$ cat src/rtl/cnt_pkg.sv
// Shared constants and sizing helper for the modulo counter and its prescaler.
package cnt_pkg;

  localparam logic CNT_UP   = 1'b1;
  localparam logic CNT_DOWN = 1'b0;
  localparam logic CNT_WRAP = 1'b0;
  localparam logic CNT_SAT  = 1'b1;

  // Ceiling log2; returns 0 for n <= 1, so callers clamp to a minimum width of 1.
  function automatic int clog2(input longint unsigned n);
    int r;
    r = 0;
    for (int i = 0; i < 64; i++) begin
      if ((64'd1 << i) < n) begin
        r = i + 1;
      end else begin
        r = r;
      end
    end
    return r;
  endfunction

endpackage

$ cat src/rtl/tick_gen.sv
// Prescaler: emits one tick per DIV enabled clocks, freezes while disabled.
module tick_gen
  import cnt_pkg::*;
#(
  parameter int unsigned DIV = 1
) (
  input  logic iClk,
  input  logic iRst_n,
  input  logic iEn,
  input  logic iSync_clr,
  output logic oTick
);

  localparam int unsigned     PW   = (clog2(DIV) < 1) ? 1 : clog2(DIV);
  localparam logic [PW-1:0]   LAST = PW'(DIV - 1);

  logic [PW-1:0] presc_q, presc_d;

  always_comb begin
    presc_d = presc_q;
    if (iSync_clr) begin
      presc_d = {PW{1'b0}};
    end else if (iEn) begin
      if (presc_q == LAST) begin
        presc_d = {PW{1'b0}};
      end else begin
        presc_d = presc_q + PW'(1);
      end
    end else begin
      presc_d = presc_q;
    end
  end

  always_ff @(posedge iClk or negedge iRst_n) begin
    if (!iRst_n) begin
      presc_q <= {PW{1'b0}};
    end else begin
      presc_q <= presc_d;
    end
  end

  assign oTick = iEn & (presc_q == LAST);

endmodule

$ cat src/rtl/mod_counter_n.sv
// Up/down modulo-N counter with prescaler, clear/load, wrap or saturate at range ends,
// and a carry output suitable for cascading digits.
module mod_counter_n
  import cnt_pkg::*;
#(
  parameter int unsigned     WIDTH    = 4,
  parameter longint unsigned MODULO   = 16,
  parameter int unsigned     DIV      = 1,
  parameter bit              SATURATE = 1'b0
) (
  input  logic             iClk,
  input  logic             iRst_n,
  input  logic             iEn,
  input  logic             iUp,
  input  logic             iClr,
  input  logic             iLoad,
  input  logic [WIDTH-1:0] iLoadVal,
  output logic [WIDTH-1:0] oCounter,
  output logic             oCarry,
  output logic             oWrap,
  output logic             oTick
);

  localparam logic [WIDTH-1:0] MAX_V   = WIDTH'(MODULO - 64'd1);
  localparam logic [WIDTH:0]   MOD_EXT = (WIDTH + 1)'(MODULO);

  logic [WIDTH-1:0] cnt_q, cnt_d;
  logic             wrap_q, wrap_d;
  logic             tick_s, term_s;
  logic [WIDTH-1:0] load_val_s;

  // Clear and load both restart the prescaler so the next step is a full period away.
  tick_gen #(.DIV(DIV)) u_tick_gen (
    .iClk      (iClk),
    .iRst_n    (iRst_n),
    .iEn       (iEn),
    .iSync_clr (iClr | iLoad),
    .oTick     (tick_s)
  );

  always_comb begin
    term_s     = (iUp == CNT_UP) ? (cnt_q == MAX_V) : (cnt_q == {WIDTH{1'b0}});
    load_val_s = ({1'b0, iLoadVal} >= MOD_EXT) ? MAX_V : iLoadVal;
  end

  always_comb begin
    cnt_d  = cnt_q;
    wrap_d = 1'b0;
    if (iClr) begin
      cnt_d = {WIDTH{1'b0}};
    end else if (iLoad) begin
      cnt_d = load_val_s;
    end else if (tick_s) begin
      wrap_d = term_s;
      if (term_s) begin
        if (SATURATE == CNT_SAT) begin
          cnt_d = cnt_q;
        end else begin
          cnt_d = (iUp == CNT_UP) ? {WIDTH{1'b0}} : MAX_V;
        end
      end else if (iUp == CNT_UP) begin
        cnt_d = cnt_q + WIDTH'(1);
      end else begin
        cnt_d = cnt_q - WIDTH'(1);
      end
    end else begin
      cnt_d = cnt_q;
    end
  end

  always_ff @(posedge iClk or negedge iRst_n) begin
    if (!iRst_n) begin
      cnt_q  <= {WIDTH{1'b0}};
      wrap_q <= 1'b0;
    end else begin
      cnt_q  <= cnt_d;
      wrap_q <= wrap_d;
    end
  end

  assign oCounter = cnt_q;
  assign oWrap    = wrap_q;
  assign oCarry   = tick_s & term_s;
  assign oTick    = tick_s;

endmodule

$ cat config.mk
export PLATFORM = sky130hd
export DESIGN_NAME = mod_counter_n
export DESIGN_NICKNAME = d
export VERILOG_FILES = /design/src/rtl/cnt_pkg.sv /design/src/rtl/tick_gen.sv /design/src/rtl/mod_counter_n.sv
export SDC_FILE = /design/constraint.sdc
export NUM_CORES = 1
export LEC_CHECK = 0
export CORE_AREA = 4 4 41 43
export DETAILED_ROUTE_END_ITERATION = 7
export DIE_AREA = 0 0 45 47
export PLACE_DENSITY_LB_ADDON = 0.1
export SYNTH_ARGS = -nofsm -noshare
export SYNTH_HDL_FRONTEND = slang
export SYNTH_SLANG_ARGS = --single-unit
$ cat constraint.sdc
create_clock -name iClk -period 1.9 [get_ports iClk]
set_input_delay 0.19 -clock iClk [delete_from_list [all_inputs] [get_ports iClk]]
set_output_delay 0.19 -clock iClk [all_outputs]
set_load 0.02 [all_outputs]
======== Word level (Yosys, flattened, before mapping) ========
Index checks and enable logic that the tools add are counted.
operators by class
  reductions and logical operators ........ 3
  equal/unequal tests ..................... 1
  muxes and demuxes ....................... 13
  bitwise operators ....................... 4
  add/subtract/negate cells ............... 3
operators with widths
  kind                                                                count
  4-bit 2-to-1 mux                                                    6
  1-bit 2-to-1 mux                                                    7
  4-bit by 1-bit adder with 4-bit output, second input constant       1
  4-bit equality test, second input constant                          1
  4-bit zero test                                                     1
  4-bit by 1-bit subtractor with 4-bit output, second input constant  1
  3-bit nonzero test                                                  1
  1-bit AND                                                           2
  2-bit nonzero test                                                  1
  1-bit adder, second input constant                                  1
  1-bit NOT                                                           1
  1-bit OR                                                            1
word-level totals
  register bits after elaboration ......... 6
  logic and storage cells ................. 27

======== Longest topological paths before layout ========
Gate-level depths: netlist of run 1.
  depth after elaboration ................. 6
  depth in mapped cells ................... 6

======== Modules after synthesis ========
Synthesis of run 1 repeated with hierarchy kept, for this count alone.
unflattened totals
  cells, all modules ...................... 47
  area, all modules ....................... 420.4 sq um
modules (own cells, without submodules)
  module         seq. area each (sq um)  times used  cells an instance  area an instance (sq um)
  mod_counter_n  125.1                   1           46                 412.9
  tick_gen       0.0                     1           1                  7.5

======== Worst setup path before layout of run 1 ========
No wires, ideal clock.
  kind .................................... register to register
  start point ............................. reg cnt_q[0] (netlist: oCounter[0])
  end point ............................... reg wrap_q (netlist: oWrap)
  buffers on the path ..................... 0
  stages on the path, launching flop included .. 5
  clock period less this slack ............ 1735 ps
  arrival time ............................ 1655 ps
  slack ................................... 165 ps
  data required time ...................... 1820 ps
  path through ............................ dfrtp_1 or4_4 nand2b_4 a21oi_2 nor3b_2
on the way
  word-level cells in the longest chain between the ends .. 5
  elaborated cells between the ends (all ways) .. 6
ends and longest elaborated chain
  element                                                        line                 RTL
  start: declaration                                             mod_counter_n.sv:27  logic [WIDTH-1:0] cnt_q, cnt_d;
  start signal: assignment                                       mod_counter_n.sv:73  cnt_q <= {WIDTH{1'b0}};
  start signal: assignment                                       mod_counter_n.sv:76  cnt_q <= cnt_d;
  4-bit equality test / 4-bit zero test (equally long branches)  mod_counter_n.sv:42  term_s = (iUp == CNT_UP) ? (cnt_q == MAX_V) : (cnt_q == {WIDTH{1'b0}});
  1-bit 2-to-1 mux (*)                                           mod_counter_n.sv:42
  1-bit 2-to-1 mux (*)                                           mod_counter_n.sv:53  end else if (tick_s) begin
  1-bit 2-to-1 mux (*)                                           mod_counter_n.sv:51  end else if (iLoad) begin
  1-bit 2-to-1 mux (*)                                           mod_counter_n.sv:49  if (iClr) begin
  named net wrap_d                                               mod_counter_n.sv:28  logic wrap_q, wrap_d;
  end signal: assignment                                         mod_counter_n.sv:77  wrap_q <= wrap_d;
  end: declaration                                               mod_counter_n.sv:28
The timed path passes the listed nets; every way through them passes the cells marked *.
A chain may end at the register's enable or synchronous reset.

======== Worst setup path in the final report of run 1 ========
  start point ............................. reg cnt_q[0] (netlist: oCounter[0])
  end point ............................... out oCarry
on the way
  word-level cells in the longest chain between the ends .. 3
  elaborated cells between the ends (all ways) .. 4
ends and longest elaborated chain
  element                                                        line                 RTL
  4-bit equality test / 4-bit zero test (equally long branches)  mod_counter_n.sv:42
  1-bit 2-to-1 mux (*)                                           mod_counter_n.sv:42
  1-bit AND (*)                                                  mod_counter_n.sv:83  assign oCarry = tick_s & term_s;
  end: declaration                                               mod_counter_n.sv:19  output logic oCarry,
Every way passes the cells marked *; elsewhere a longest branch is shown, timed or not.

==> summary.md, run 1 <==
| Metric | Value |
|---|---|
| Outcome | `finished clean` |
| Combinational power share | `0.394` |
| DP HPWL | `839 um` |
| Clk pwr share | `0.312` |
| Post-synthesis sequential area ratio | `0.300` |
| PwrDens | `609 nW/um^2` |
| Yosys top cell area share | `0.300` |
| P&R area growth vs syn | `58.9%` |
| WP data arrival | `1.62 ns` |
| GPL Wtd Cong | `0.786` |
| Antenna violations before repair | `0` |
| Gr ovfl total | `0` |
| Share of layout cells above drive strength 1 | `0.233` |
| Worst Setup Slack post-DPL | `-0.0902 ns` |
| Root Buffer | `clkbuf_4` |
| Type of the most critical hold path | `in2async` |
| Clock latency on the worst-skew pair | `0.25 ns` |
| Number of max-cap violations | `0` |
| Starting density of the core | `0.320` |
| Drt initial violations | `4` |
| Final Skew | `0.00824 ns` |
| PnR worst setup slack | `0.0927 ns` |
| Number of routed nets with antenna violations | `0` |
| CTS sink cnt | `5` |
| Total number of vias | `398` |
| Period utilization | `0.951` |
| CTS Buf Count | `3` |
| Worst Setup Path Type | `reg2out` |
| Synthesized area per cell | `8.86 sq um` |
| Largest net degree at the start of global routing | `11` |
| Internal power | `0.000280 W` |
| Max Freq | `553 MHz` |
| Net Sw Frac | `0.306` |
| GR Util All Layers | `0.117` |
| Crit-path cells | `or4_4 -> nand2b_4 -> a21oi_2 -> buf_2` |
| DR pass1 iterations | `3` |
| CTS max path bufs | `2` |
| Post-synth top flop | `dfrtp_1` |
| First-pass GRT wire length | `1680 um` |
| Synthesized Nets | `60` |
| Psw | `0.000123 W` |
| Leakage power total | `0.304 nW` |
| Cells after Synth | `47` |
| Number of distinct library cells after synthesis | `23` |
| Vias in the first global route | `388` |
| CP required | `1.71 ns` |
| CTS tree | `built` |
| Fin nets | `87` |
| Setup crit start kind | `flip-flop` |
| Final Hold Fails | `0` |
| Slowest CP cell | `or4_4` |
| IO Count | `17` |
| Routed vias/inst | `4.52` |
| Slew @ Worst Pin | `0.342 ns` |
| Post-route minimum period | `1.81 ns` |
| Post-synth EDFFs | `0` |
| Relative slew slack | `0.771` |
| CORE AREA | `1300 sq um` |
| Die Ht | `47 um` |
| Residual DRC | `0` |
| Die ar. | `2120 sq um` |
| CP Capture Type | `output port` |
| Hold_ws | `0.153 ns` |
| RSZ-0062 raised after global routing | `false` |
| Setup violations, final | `0` |
| WL final | `1030 um` |
| Clock Pin Slew Worst Setup and Hold Paths | `0.05 ns` |
| Syn. warnings | `0` |
| Top post-synthesis cells by area | `dfrtp_1 30%, xnor2_1 6.3%, a21oi_1 6.0%` |
| Final setup TNS | `0 ns` |
| Post-synth top area cell | `dfrtp_1` |
| Sequential power share | `0.293` |
| Syn Std Cell Area | `417 sq um` |
| Htree depth | `1` |
| Wire per inst | `11.7 um` |
| Antenna fix cells | `0` |
| CP peak stage delay | `0.54 ns` |
| Die Wd | `45 um` |
| Site row count | `13` |
| Synth cell count leaders | `6 x inv_1, 6 x nor2_1, 5 x a21oi_1, 5 x dfrtp_1, 3 x xnor2_1` |
| Hold-fix buffers at CTS | `0` |
| PortBufs | `16` |
| Pins Over Slew Limit | `0` |
| FFs w/ async S/R, synth | `1.00` |
| Flops & latches, synth | `5` |
| Max VDD drop | `540 uV` |
| CP Max Fanout | `2` |
## flip-flops by register name, indices dropped and copies added, names as in the netlist
name / count
oCounter: 4
oWrap: 1
## layer usage
layer | track usage | vias up | share of wire
met5 | 0 | - | 0
met4 | 0.0351 | 0 | 0
met3 | 0.0575 | 0 | 0.076
met2 | 0.178 | 13 | 0.46
met1 | 0.147 | 172 | 0.46
li1 | - | 213 | -
## worst max-delay path, delay by kind of cell, from the launching register on
| family | cells | cell delay (ns) |
|---|---|---|
| buffers and inverters | 1 | 0.18 |
| AND/OR/NAND/NOR | 2 | 0.69 |
| flip-flops | 1 | 0.37 |
| AO/OA/AOI/OAI | 1 | 0.14 |
## area by class of cell
type	count	area, sq um
repair buffers	24	215
flip-flops and latches	5	125
multi-input cells	34	254
inverters	6	22.5
clock buffers	4	26.3
well taps	15	18.8
fillers	133	639
## layout by cell type, fill, tap and decap left out, types with 2 or more instances in the layout
cell,count
nor2_1,6
ha_1,2
xnor2_1,3
buf_4,8
clkbuf_4,3
o21ai_1,2
a21oi_1,5
clkdlybuf4s50_1,15
nor3_1,2
inv_1,6
dfrtp_1,5
## stage by stage
step / total power, W / cell area, sq um / utilization / cells
after floorplan: 0.000206 / 417 / - / 47
after global placement: 0.000280 / 641 / 0.492 / 84
after detailed placement: 0.000280 / 641 / 0.492 / 84
after CTS: 0.000410 / 662 / 0.509 / 88
after global routing: 0.000435 / 662 / 0.509 / 88
final: 0.000403 / 662 / 0.509 / 88
## power groups by stage
stage                     registers (W)  clock network [W]  logic [W]
after floorplan                0.000134                  0  0.0000713
after global placement         0.000120                  0   0.000160
after detailed placement       0.000120                  0   0.000161
after CTS                      0.000118           0.000131   0.000161
after global routing           0.000119           0.000140   0.000176
final                          0.000118           0.000126   0.000159
## what timing repair did
item | CTS | global route
resized for setup | 4 | 0
setup buffers | 0 | 0
endpoints found under the setup margin | 1 | 0
## kinds of logic (layout without fill, tap and decap cells)
family	Yosys count	in the layout	synth area share
AO/OA/AOI/OAI	12	12	0.198
XOR/XNOR	3	3	0.0631
adder cells (fa/ha/maj)	3	3	0.108
buffers and inverters	8	34	0.0901
flip-flops	5	5	0.300
AND/OR/NAND/NOR	16	16	0.240
## path summary, 6_finish.rpt
kind | from | to | slack [ns] | cells after the start
min in group iClk | iLoadVal[2] | oCounter[2]$_DFFE_PN0P_ | 0.52 | 3
min | iRst_n | oCounter[3]$_DFFE_PN0P_ | 0.15 | 1
min reg2reg | oCounter[1]$_DFFE_PN0P_ | oCounter[1]$_DFFE_PN0P_ | 0.79 | 3
max | oCounter[0]$_DFFE_PN0P_ | oCarry | 0.09 | 4
max in group asynchronous | iRst_n | oCounter[2]$_DFFE_PN0P_ | 1.56 | 1
max reg2reg | oCounter[0]$_DFFE_PN0P_ | oCounter[1]$_DFFE_PN0P_ | 0.24 | 5
Power figures use the tool's default switching activity.
==> inputs of run 2 (changes only) <==
--- a/config.mk
+++ b/config.mk
@@ -5,10 +5,13 @@
 export SDC_FILE = /design/constraint.sdc
 export NUM_CORES = 1
 export LEC_CHECK = 0
-export CORE_AREA = 4 4 41 43
+export CELL_PAD_IN_SITES_DETAIL_PLACEMENT = 1
+export CELL_PAD_IN_SITES_GLOBAL_PLACEMENT = 2
+export CORE_MARGIN = 4
+export CORE_UTILIZATION = 22
 export DETAILED_ROUTE_END_ITERATION = 7
-export DIE_AREA = 0 0 45 47
 export PLACE_DENSITY_LB_ADDON = 0.1
+export SLEW_MARGIN = 30
 export SYNTH_ARGS = -nofsm -noshare
 export SYNTH_HDL_FRONTEND = slang
 export SYNTH_SLANG_ARGS = --single-unit
==> summary.md, run 2 (synthesized netlist as in run 1, its figures left out) <==
| Metric | Value |
|---|---|
| GPL Wtd Cong | `0.709 (was 0.786)` |
| Most frequent cells in the layout | `15 x clkdlybuf4s50_1, 8 x buf_4, 6 x inv_1, 6 x nor2_1 (unchanged)` |
| Power Total | `0.000399 W (was 0.000403 W)` |
| Wire per inst | `12.3 um (was 11.7 um)` |
| R2R setup slack | `0.24 ns (about the same)` |
| CTS Buf Count | `3 (unchanged)` |
| Hold-fix buffers at CTS | `0 (unchanged)` |
| Final Hold Fails | `0 (unchanged)` |
| Type of the most critical hold path | `in2async (unchanged)` |
| Die Wd | `51.5 um (was 45 um)` |
| CTS max path bufs | `2 (unchanged)` |
| Slowest CP cell | `or4_4 (unchanged)` |
| Setup crit start kind | `flip-flop (unchanged)` |
| Relative slew slack | `0.765 (was 0.771)` |
| CP peak stage delay | `0.54 ns (about the same)` |
| Final setup TNS | `0 ns (unchanged)` |
| Largest net degree at the start of global routing | `11 (unchanged)` |
| Pins Over Slew Limit | `0 (unchanged)` |
| Htree depth | `1 (unchanged)` |
| Max reg flops | `4 (unchanged)` |
| Drt initial violations | `4 (unchanged)` |
| Leakage power total | `0.304 nW (unchanged)` |
| Setup violations, final | `0 (unchanged)` |
| PwrDens | `591 nW/um^2 (was 609 nW/um^2)` |
| Clock latency on the worst-skew pair | `0.23 ns (was 0.25 ns)` |
| Share of layout cells above drive strength 1 | `0.233 (unchanged)` |
| CP Max Fanout | `2 (unchanged)` |
| Most common cell after layout, fill and taps aside | `clkdlybuf4s50_1 (unchanged)` |
| Final Skew | `0.000346 ns (was 0.00824 ns)` |
| Worst Setup Slack post-DPL | `-0.102 ns (was -0.0902 ns)` |
| P&R area growth vs syn | `61.9% (was 58.9%)` |
| Fin nets | `87 (unchanged)` |
| Max VDD drop | `310 uV (was 540 uV)` |
| First-pass GRT wire length | `1970 um (was 1680 um)` |
| Post-layout util | `0.382 (was 0.509)` |
| Antenna violations before repair | `0 (unchanged)` |
| Routed vias/inst | `4.34 (was 4.52)` |
| CORE AREA | `1760 sq um (was 1300 sq um)` |
| Die Ht | `51.5 um (was 47 um)` |
| Top delay family on crit path | `simple AND/OR/NAND/NOR gates (unchanged)` |
| Residual DRC | `0 (unchanged)` |
| CTS sink cnt | `5 (unchanged)` |
| Number of max-cap violations | `0 (unchanged)` |
| Site row count | `15 (was 13)` |
| Starting density of the core | `0.236 (was 0.320)` |
| Hold_ws | `0.178 ns (was 0.153 ns)` |
| IO Count | `17 (unchanged)` |
| DR pass1 iterations | `3 (unchanged)` |
| Gr ovfl total | `0 (unchanged)` |
| Total number of vias | `425 (was 398)` |
| Crit-path cells | `or4_4 -> nand2b_4 -> a21oi_2 -> buf_2 (unchanged)` |
| PnR worst setup slack | `0.0909 ns (was 0.0927 ns)` |
| Die ar. | `2650 sq um (was 2120 sq um)` |
| Post-route minimum period | `1.81 ns (about the same)` |
| Antenna fix cells | `0 (unchanged)` |
| RSZ-0062 raised after global routing | `false (unchanged)` |
| Worst Setup Path Type | `reg2out (unchanged)` |
| Max Freq | `553 MHz (about the same)` |
| WL final | `1200 um (was 1030 um)` |
| GR Util All Layers | `0.101 (was 0.117)` |
| WP data arrival | `1.62 ns (about the same)` |
| Vias in the first global route | `455 (was 388)` |
| CP Capture Type | `output port (unchanged)` |
| Clock Pin Slew Worst Setup and Hold Paths | `0.04 ns (was 0.05 ns)` |
| Slew @ Worst Pin | `0.352 ns (was 0.342 ns)` |
| Outcome | `finished clean (unchanged)` |
| Buf/Inv on CP | `1 (unchanged)` |
| PortBufs | `16 (unchanged)` |
| CP required | `1.71 ns (about the same)` |
| Root Buffer | `clkbuf_4 (unchanged)` |
| Number of routed nets with antenna violations | `0 (unchanged)` |
| DP HPWL | `971 um (was 839 um)` |
| Period utilization | `0.952 (was 0.951)` |
| CTS tree | `built (unchanged)` |
## run 2: cell counts in the layout (fill, tap and decap cells not counted)
Identical to the previous run, type by type.
## run 2: routing by layer
layer,part of all wire,GRT usage,wire length [um],vias up
li1,-,-,-,212
met1,0.43,0.121,519,201
met2,0.51,0.174,614,10
met3,0.052,0.0143,62,2
met4,0.0050,0.0524,6,0
met5,0,0,0,-
## run 2: path summary, 6_finish.rpt
path,end,startpoint,cells after the start
setup / recovery,oCarry,oCounter[0]$_DFFE_PN0P_,4
hold reg to reg,oCounter[1]$_DFFE_PN0P_,oCounter[1]$_DFFE_PN0P_,3
max in group asynchronous,oCounter[2]$_DFFE_PN0P_,iRst_n,1
min in group iClk,oCounter[2]$_DFFE_PN0P_,iLoadVal[2],3
setup reg to reg,oCounter[2]$_DFFE_PN0P_,oCounter[0]$_DFFE_PN0P_,5
hold / removal,oWrap$_DFF_PN0_,iRst_n,1
## run 2: layout make-up
cell class                      count  area (sq um)
Fill cell                         229          1090
Multi-Input combinational cell     34           254
Sequential cell                     5           125
Clock buffer                        4          26.3
Inverter                            6          22.5
Timing Repair Buffer               24           215
Tap cell                           25          31.3
## run 2: power breakdown
group	internal, W	switching [W]
Clock	0.0000791	0.0000394
Sequential	0.000115	0.00000376
Combinational	0.0000857	0.0000764
## run 2: stage by stage
step,cell area [sq um],instances
after floorplan,417,47
after detailed placement,653,94
after CTS,674,98
after global routing,674,98
final,674,98
after global placement,653,94
## run 2: what timing repair did
action                                  in CTS  in global routing
setup buffers                                0                  0
endpoints found under the setup margin       1                  0
resized for setup                            4                  0
